==> config.mk <==
export PLATFORM = sky130hd
export DESIGN_NAME = result_drain
export DESIGN_NICKNAME = d
export VERILOG_FILES = /design/src/rtl/result_drain_pkg.sv /design/src/rtl/drain_fifo2.sv /design/src/rtl/result_drain.sv
export SDC_FILE = /design/constraint.sdc
export NUM_CORES = 1
export LEC_CHECK = 0
export ABC_AREA = 1
export CELL_PAD_IN_SITES_DETAIL_PLACEMENT = 0
export CELL_PAD_IN_SITES_GLOBAL_PLACEMENT = 1
export CORE_ASPECT_RATIO = 0.5
export CORE_MARGIN = 3
export CORE_UTILIZATION = 40
export CTS_BUF_LIST = sky130_fd_sc_hd__clkbuf_2
export DETAILED_ROUTE_END_ITERATION = 6
export HOLD_SLACK_MARGIN = 0.08
export PLACE_DENSITY = 0.8
export SYNTH_ARGS = -nofsm -noshare
export SYNTH_HDL_FRONTEND = slang
export SYNTH_HIERARCHICAL = 1
export SYNTH_SLANG_ARGS = --single-unit
==> constraint.sdc <==
create_clock -name clk -period 12.75 [get_ports clk]
set_input_delay 3.825 -clock clk [delete_from_list [all_inputs] [get_ports clk]]
set_output_delay 3.825 -clock clk [all_outputs]
set_load 0.1 [all_outputs]
==> src/rtl/result_drain_pkg.sv <==
// Shared types and constants for the result drain path.
// Optional feature: define RESULT_RELU_EN to clamp negative results to zero.
package result_drain_pkg;

  typedef enum logic [1:0] {
    IDLE   = 2'd0,
    STREAM = 2'd1,
    FINISH = 2'd2
  } drain_state_e;

  localparam logic [1:0] DRAIN_FIFO_DEPTH = 2'd2;

`ifdef RESULT_RELU_EN
  // A word survives the clamp only when its sign bit is clear.
  function automatic logic relu_keep(input logic sign_bit);
    return ~sign_bit;
  endfunction
`endif

endpackage

==> src/rtl/drain_fifo2.sv <==
// Two-entry FIFO that absorbs the result RAM read latency in front of the stream port.
module drain_fifo2
  import result_drain_pkg::*;
#(
  parameter int DATA_W = 32
) (
  input  logic              clk,
  input  logic              rst,
  input  logic              push,
  input  logic              pop,
  input  logic [DATA_W-1:0] din,
  output logic [DATA_W-1:0] dout,
  output logic [1:0]        count,
  output logic              empty,
  output logic              full
);

  logic [1:0][DATA_W-1:0] mem_q, mem_d;
  logic                   wr_q, wr_d;
  logic                   rd_q, rd_d;
  logic [1:0]             count_q, count_d;

  always_comb begin
    mem_d   = mem_q;
    wr_d    = wr_q;
    rd_d    = rd_q;
    count_d = count_q;
    if (push) begin
      mem_d[wr_q] = din;
      wr_d        = ~wr_q;
    end
    if (pop) begin
      rd_d = ~rd_q;
    end
    if (push && !pop) begin
      count_d = count_q + 2'd1;
    end else if (pop && !push) begin
      count_d = count_q - 2'd1;
    end
  end

  always_ff @(posedge clk) begin
    if (rst) begin
      mem_q   <= '0;
      wr_q    <= 1'b0;
      rd_q    <= 1'b0;
      count_q <= 2'd0;
    end else begin
      mem_q   <= mem_d;
      wr_q    <= wr_d;
      rd_q    <= rd_d;
      count_q <= count_d;
    end
  end

  assign dout  = mem_q[rd_q];
  assign count = count_q;
  assign empty = (count_q == 2'd0);
  assign full  = (count_q == DRAIN_FIFO_DEPTH);

endmodule

==> src/rtl/result_drain.sv <==
// Streams result RAM words out on a valid/ready port after the GEMM engine completes.
// Optional feature: define RESULT_RELU_EN to clamp negative words to zero at FIFO push.
module result_drain
  import result_drain_pkg::*;
#(
  parameter int ADDR_W = 12,
  parameter int DATA_W = 32
) (
  input  logic              clk,
  input  logic              rst,
  input  logic              start,
  input  logic [ADDR_W:0]   result_count,
  output logic              ram_en,
  output logic [ADDR_W-1:0] ram_addr,
  input  logic [DATA_W-1:0] ram_dout,
  output logic [DATA_W-1:0] out_data,
  output logic              out_valid,
  input  logic              out_ready,
  output logic              out_last,
  output logic              busy,
  output logic              done
);

  drain_state_e      state_q, state_d;
  logic [ADDR_W-1:0] rd_ptr_q, rd_ptr_d;
  logic [ADDR_W:0]   issued_q, issued_d;
  logic [ADDR_W:0]   accepted_q, accepted_d;
  logic [ADDR_W:0]   total_q, total_d;
  logic              inflight_q, inflight_d;

  logic              pop;
  logic [2:0]        occupancy;
  logic [1:0]        fifo_count;
  logic              fifo_empty;
  logic              fifo_full;
  logic [DATA_W-1:0] push_data;

`ifdef RESULT_RELU_EN
  assign push_data = relu_keep(ram_dout[DATA_W-1]) ? ram_dout : '0;
`else
  assign push_data = ram_dout;
`endif

  drain_fifo2 #(
    .DATA_W(DATA_W)
  ) u_fifo (
    .clk  (clk),
    .rst  (rst),
    .push (inflight_q),
    .pop  (pop),
    .din  (push_data),
    .dout (out_data),
    .count(fifo_count),
    .empty(fifo_empty),
    .full (fifo_full)
  );

  assign out_valid = ~fifo_empty;
  assign pop       = out_valid & out_ready;
  assign occupancy = {1'b0, fifo_count} + {2'b00, inflight_q} - {2'b00, pop};

  // A read is only issued when its data is guaranteed a FIFO slot on arrival.
  assign ram_en = (state_q == STREAM) && (issued_q < total_q) &&
                  (occupancy < 3'd2) && !(fifo_full && !pop);

  always_comb begin
    state_d    = state_q;
    rd_ptr_d   = rd_ptr_q;
    issued_d   = issued_q;
    accepted_d = accepted_q;
    total_d    = total_q;
    inflight_d = ram_en;
    case (state_q)
      IDLE: begin
        if (start) begin
          rd_ptr_d   = '0;
          issued_d   = '0;
          accepted_d = '0;
          total_d    = result_count;
          state_d    = (result_count == '0) ? FINISH : STREAM;
        end
      end
      STREAM: begin
        if (ram_en) begin
          rd_ptr_d = rd_ptr_q + ADDR_W'(1);
          issued_d = issued_q + (ADDR_W+1)'(1);
        end
        if (pop) begin
          accepted_d = accepted_q + (ADDR_W+1)'(1);
        end
        // Leave once nothing is in flight and this cycle's pop empties the FIFO.
        if ((issued_q == total_q) && !inflight_q && (fifo_count == {1'b0, pop})) begin
          state_d = FINISH;
        end
      end
      FINISH: begin
        state_d = IDLE;
      end
      default: begin
        state_d = IDLE;
      end
    endcase
  end

  always_ff @(posedge clk) begin
    if (rst) begin
      state_q    <= IDLE;
      rd_ptr_q   <= '0;
      issued_q   <= '0;
      accepted_q <= '0;
      total_q    <= '0;
      inflight_q <= 1'b0;
    end else begin
      state_q    <= state_d;
      rd_ptr_q   <= rd_ptr_d;
      issued_q   <= issued_d;
      accepted_q <= accepted_d;
      total_q    <= total_d;
      inflight_q <= inflight_d;
    end
  end

  assign ram_addr = rd_ptr_q;
  assign out_last = out_valid && (accepted_q == total_q - (ADDR_W+1)'(1));
  assign busy     = (state_q != IDLE);
  assign done     = (state_q == FINISH);

endmodule

==> results.md <==
* Sequential area share after synthesis at between 30 and 40%
* Avg WL per Cell at roughly 13 um
* Final period util at 87.5%
* Switching power at between 0.5 and 0.6 mW
* Root Buffer: clkbuf_2
* First-pass GRT wire length at approximately 26,000 um
* DP HPWL at 11,000 um
* Cts bufs inserted at 17
* DR pass1 iterations at 5
* Drt via density at between 4 and 5
* Pwr dens at 151 nW/um^2
* Clk_skew at between 0.04 and 0.05 ns
* PortBufs at 97
* CP Buf/Inv Count at 6
* Outcome: finished, final reports clean
* Leakage at around 2.9 nW
* Layout cells sized above 1 at ~5.4%
* Initial antenna violation count at 1
* Setup crit end kind: output port
* Clock tree sinks at between 100 and 150
* Vias at slightly below 6,000
* Vias in the first global route at between 5,000 and 6,000
* Max cap viols at 0
* Final WL at ~16,000 um
* Largest net degree at the start of global routing at 67
* CP Max Fanout at 20
* Synthesis-to-finish area growth at 19.6%
* Design Area, Final at roughly 7600 um^2
* Fill cells at approximately 1,500
* Path type of the worst min-delay path: reg -> reg
* Worst EP arrival at roughly 7.3 ns
* Worst-Skew Late Latency at just under 0.7 ns
* Gr ovfl total at 0
* Async set or reset register ratio after synthesis at 0%
* CTS tree: yes
* Core ar. at ~15,000 um^2
* Width of the die at around 180 um
* Die area at approximately 18,000 um^2
* Internal power at around 0.64 mW
* CTS Hold Buffers Added at 0
* Initial Util at between 40 and 50%
* GRT Util Overall at around a fifth
* Total setup buffers inserted after CTS at 0
* Row count at 31
* Netlist cell types at 36
* Cells along the critical path: clkdlybuf4s50_1 -> inv_1 -> nor2_1 -> ha_1 -> inv_1 -> nand2_1 -> fa_1 -> nand2_1 -> nor2_1 -> nand2_1 -> nor3_2 -> nand3_2 -> buf_4 -> inv_1 -> clkdlybuf4s50_1
* Setup Viol. Count Final at 0
* Prevailing post-synth register cell: dfxtp_1
* Top Ports at between 90 and 100
* Final hold violations at 0
* Max-slew headroom at between 20 and 30%
* Syn avg cell area at between 6 and 7 um^2
* Sequential share of power at approximately two fifths
* Slowest CP cell: clkdlybuf4s50_1
* Worst path required time at about 9 ns
* Crit path launch type: primary input
* Initial DRC count at 341
* Number of synthesized flops with an enable pin at 0
* H-tree Lvls at 4
* RSZ-0062 raised after global routing: no
* Fmax at 89.6 MHz
* DIE HEIGHT at around 95 um
* Slew Limit Fails at 0
* Most common cell after layout, fill and taps aside: nand2_1
* Number of synthesized register bits at 122
* Most frequent cells in the layout: nand2_1, nor2_1, dfxtp_1
* Clock group share of total power at between 20% and 30%
* CTS max path bufs at 2
* CP peak stage delay at around 1.1 ns
* CTS clk-pin slew, worst paths at 0.19 ns
* Peak supply drop at between 0.00007 and 0.00008 V
* Post-route DRC at 0
* RePlAce Congestion at 0.792
* Post-Syn Nets at roughly 990
* Post-CTS Resized at 0
* Placed cell area at 7350 um^2
* Antenna Nets Post-Route at 0
* Worst-margin pin slew at between 1 and 1.5 ns
* Synth Warn # at 6
* Synthesized area at ~6300 um^2
* Delay-heaviest family, CP: buffers and inverters
* CP Class: in -> out
* Mapped Cells at between 900 and 1,000
* # nets final at roughly 1,100
* Combinational fraction of design power at 37.6%
* Setup_tns at 0 ns
* Fin crit period at 11.16 ns
* Sw Share at 44.6%
[metal layers]
metal,up-vias,share of wire [%],track usage [%]
met5,-,0,0
met4,0,0.44,3.58
met3,4,5.3,5.30
met2,116,42,28.6
met1,2633,53,27.2
li1,3135,-,-
[cells by family (layout without fill, tap and decap cells)]
logic type               after synthesis  in the layout  share of synthesized area [%]
AND/OR/NAND/NOR                      409            409                           27.7
AO/OA/AOI/OAI                        207            207                           16.6
buffers and inverters                142            231                           9.78
flip-flops                           122            122                           38.5
XOR/XNOR                              23             23                           3.39
adder cells (fa/ha/maj)               20             20                           4.06
other                                  0              1                              0
[stage by stage]
step | setup WS (ns) | util (%) | total power [mW] | hold slack, ns | cells
floorplan | 2.73 | - | 0.800 | 0.424 | 923
global placement | 1.67 | 49.1 | 0.896 | 0.433 | 1179
detailed placement | 1.59 | 49.1 | 0.901 | 0.439 | 1179
CTS | 1.57 | 50.7 | 1.16 | 0.461 | 1210
global route | 1.32 | 50.7 | 1.22 | 0.484 | 1211
finish | 1.59 | 50.7 | 1.15 | 0.458 | 1211
[cells in the mapped netlist (6+ instances only)]
library cell  count  area share (%)
ha_1             19             3.7
buf_6             6             1.1
nand3_1          52             4.1
nand4_1           6            0.59
clkbuf_1         11            0.65
inv_1            95             5.6
dfxtp_1         122              38
buf_2            14             1.1
xor2_1           18             2.5
nor2_1          143             8.5
o21ai_1          14             1.1
nand2_1         174              10
o21ai_0         105             8.3
a21oi_1          81             6.4
[worst register-to-register path, delay by kind of cell, from the launching register on]
kind / cells / cell delay, ns
flip-flops: 1 / 0.51
buffers and inverters: 2 / 0.31
adder cells (fa/ha/maj): 2 / 0.74
AND/OR/NAND/NOR: 12 / 1.65
[flip-flops by register name (all words and copies together) (netlist names), 2 cells and up]
register and cells:
issued_q 13, state_q 2, u_fifo/mem_q 64, accepted_q 13, ram_addr 12, total_q 13
u_fifo/count 2
[area by class of cell]
type | instances | area [um^2] | share of cell area [%]
repair buffers | 100 | 993 | 13.1
multi-input cells | 659 | 3280 | 43.3
diodes | 1 | 2.50 | 0.0330
flip-flops and latches | 122 | 2440 | 32.2
clock inverters | 13 | 153 | 2.01
well taps | 198 | 248 | 3.26
clock buffers | 18 | 90.1 | 1.19
inverters | 100 | 378 | 4.98
[worst paths after layout]
kind	startpoint	end	slack [ns]	depth (start not counted)
worst max-delay path	out_ready	ram_en	1.59	15
worst min-delay path	u_fifo/mem_q[24]	u_fifo/mem_q[24]	0.46	2
worst max register to register	u_fifo/count[1]	ram_addr[11]	9.50	16
worst min register to register	u_fifo/mem_q[24]	u_fifo/mem_q[24]	0.46	2
[power by group through the flow]
stage               Combinational [mW]  Sequential [mW]  Clock (mW)
finish                           0.431            0.459       0.258
detailed placement               0.433            0.468           0
CTS                              0.434            0.460       0.269
global placement                 0.429            0.467           0
global route                     0.467            0.467       0.288
floorplan                        0.358            0.442           0
(Power assumes the default switching activity.)
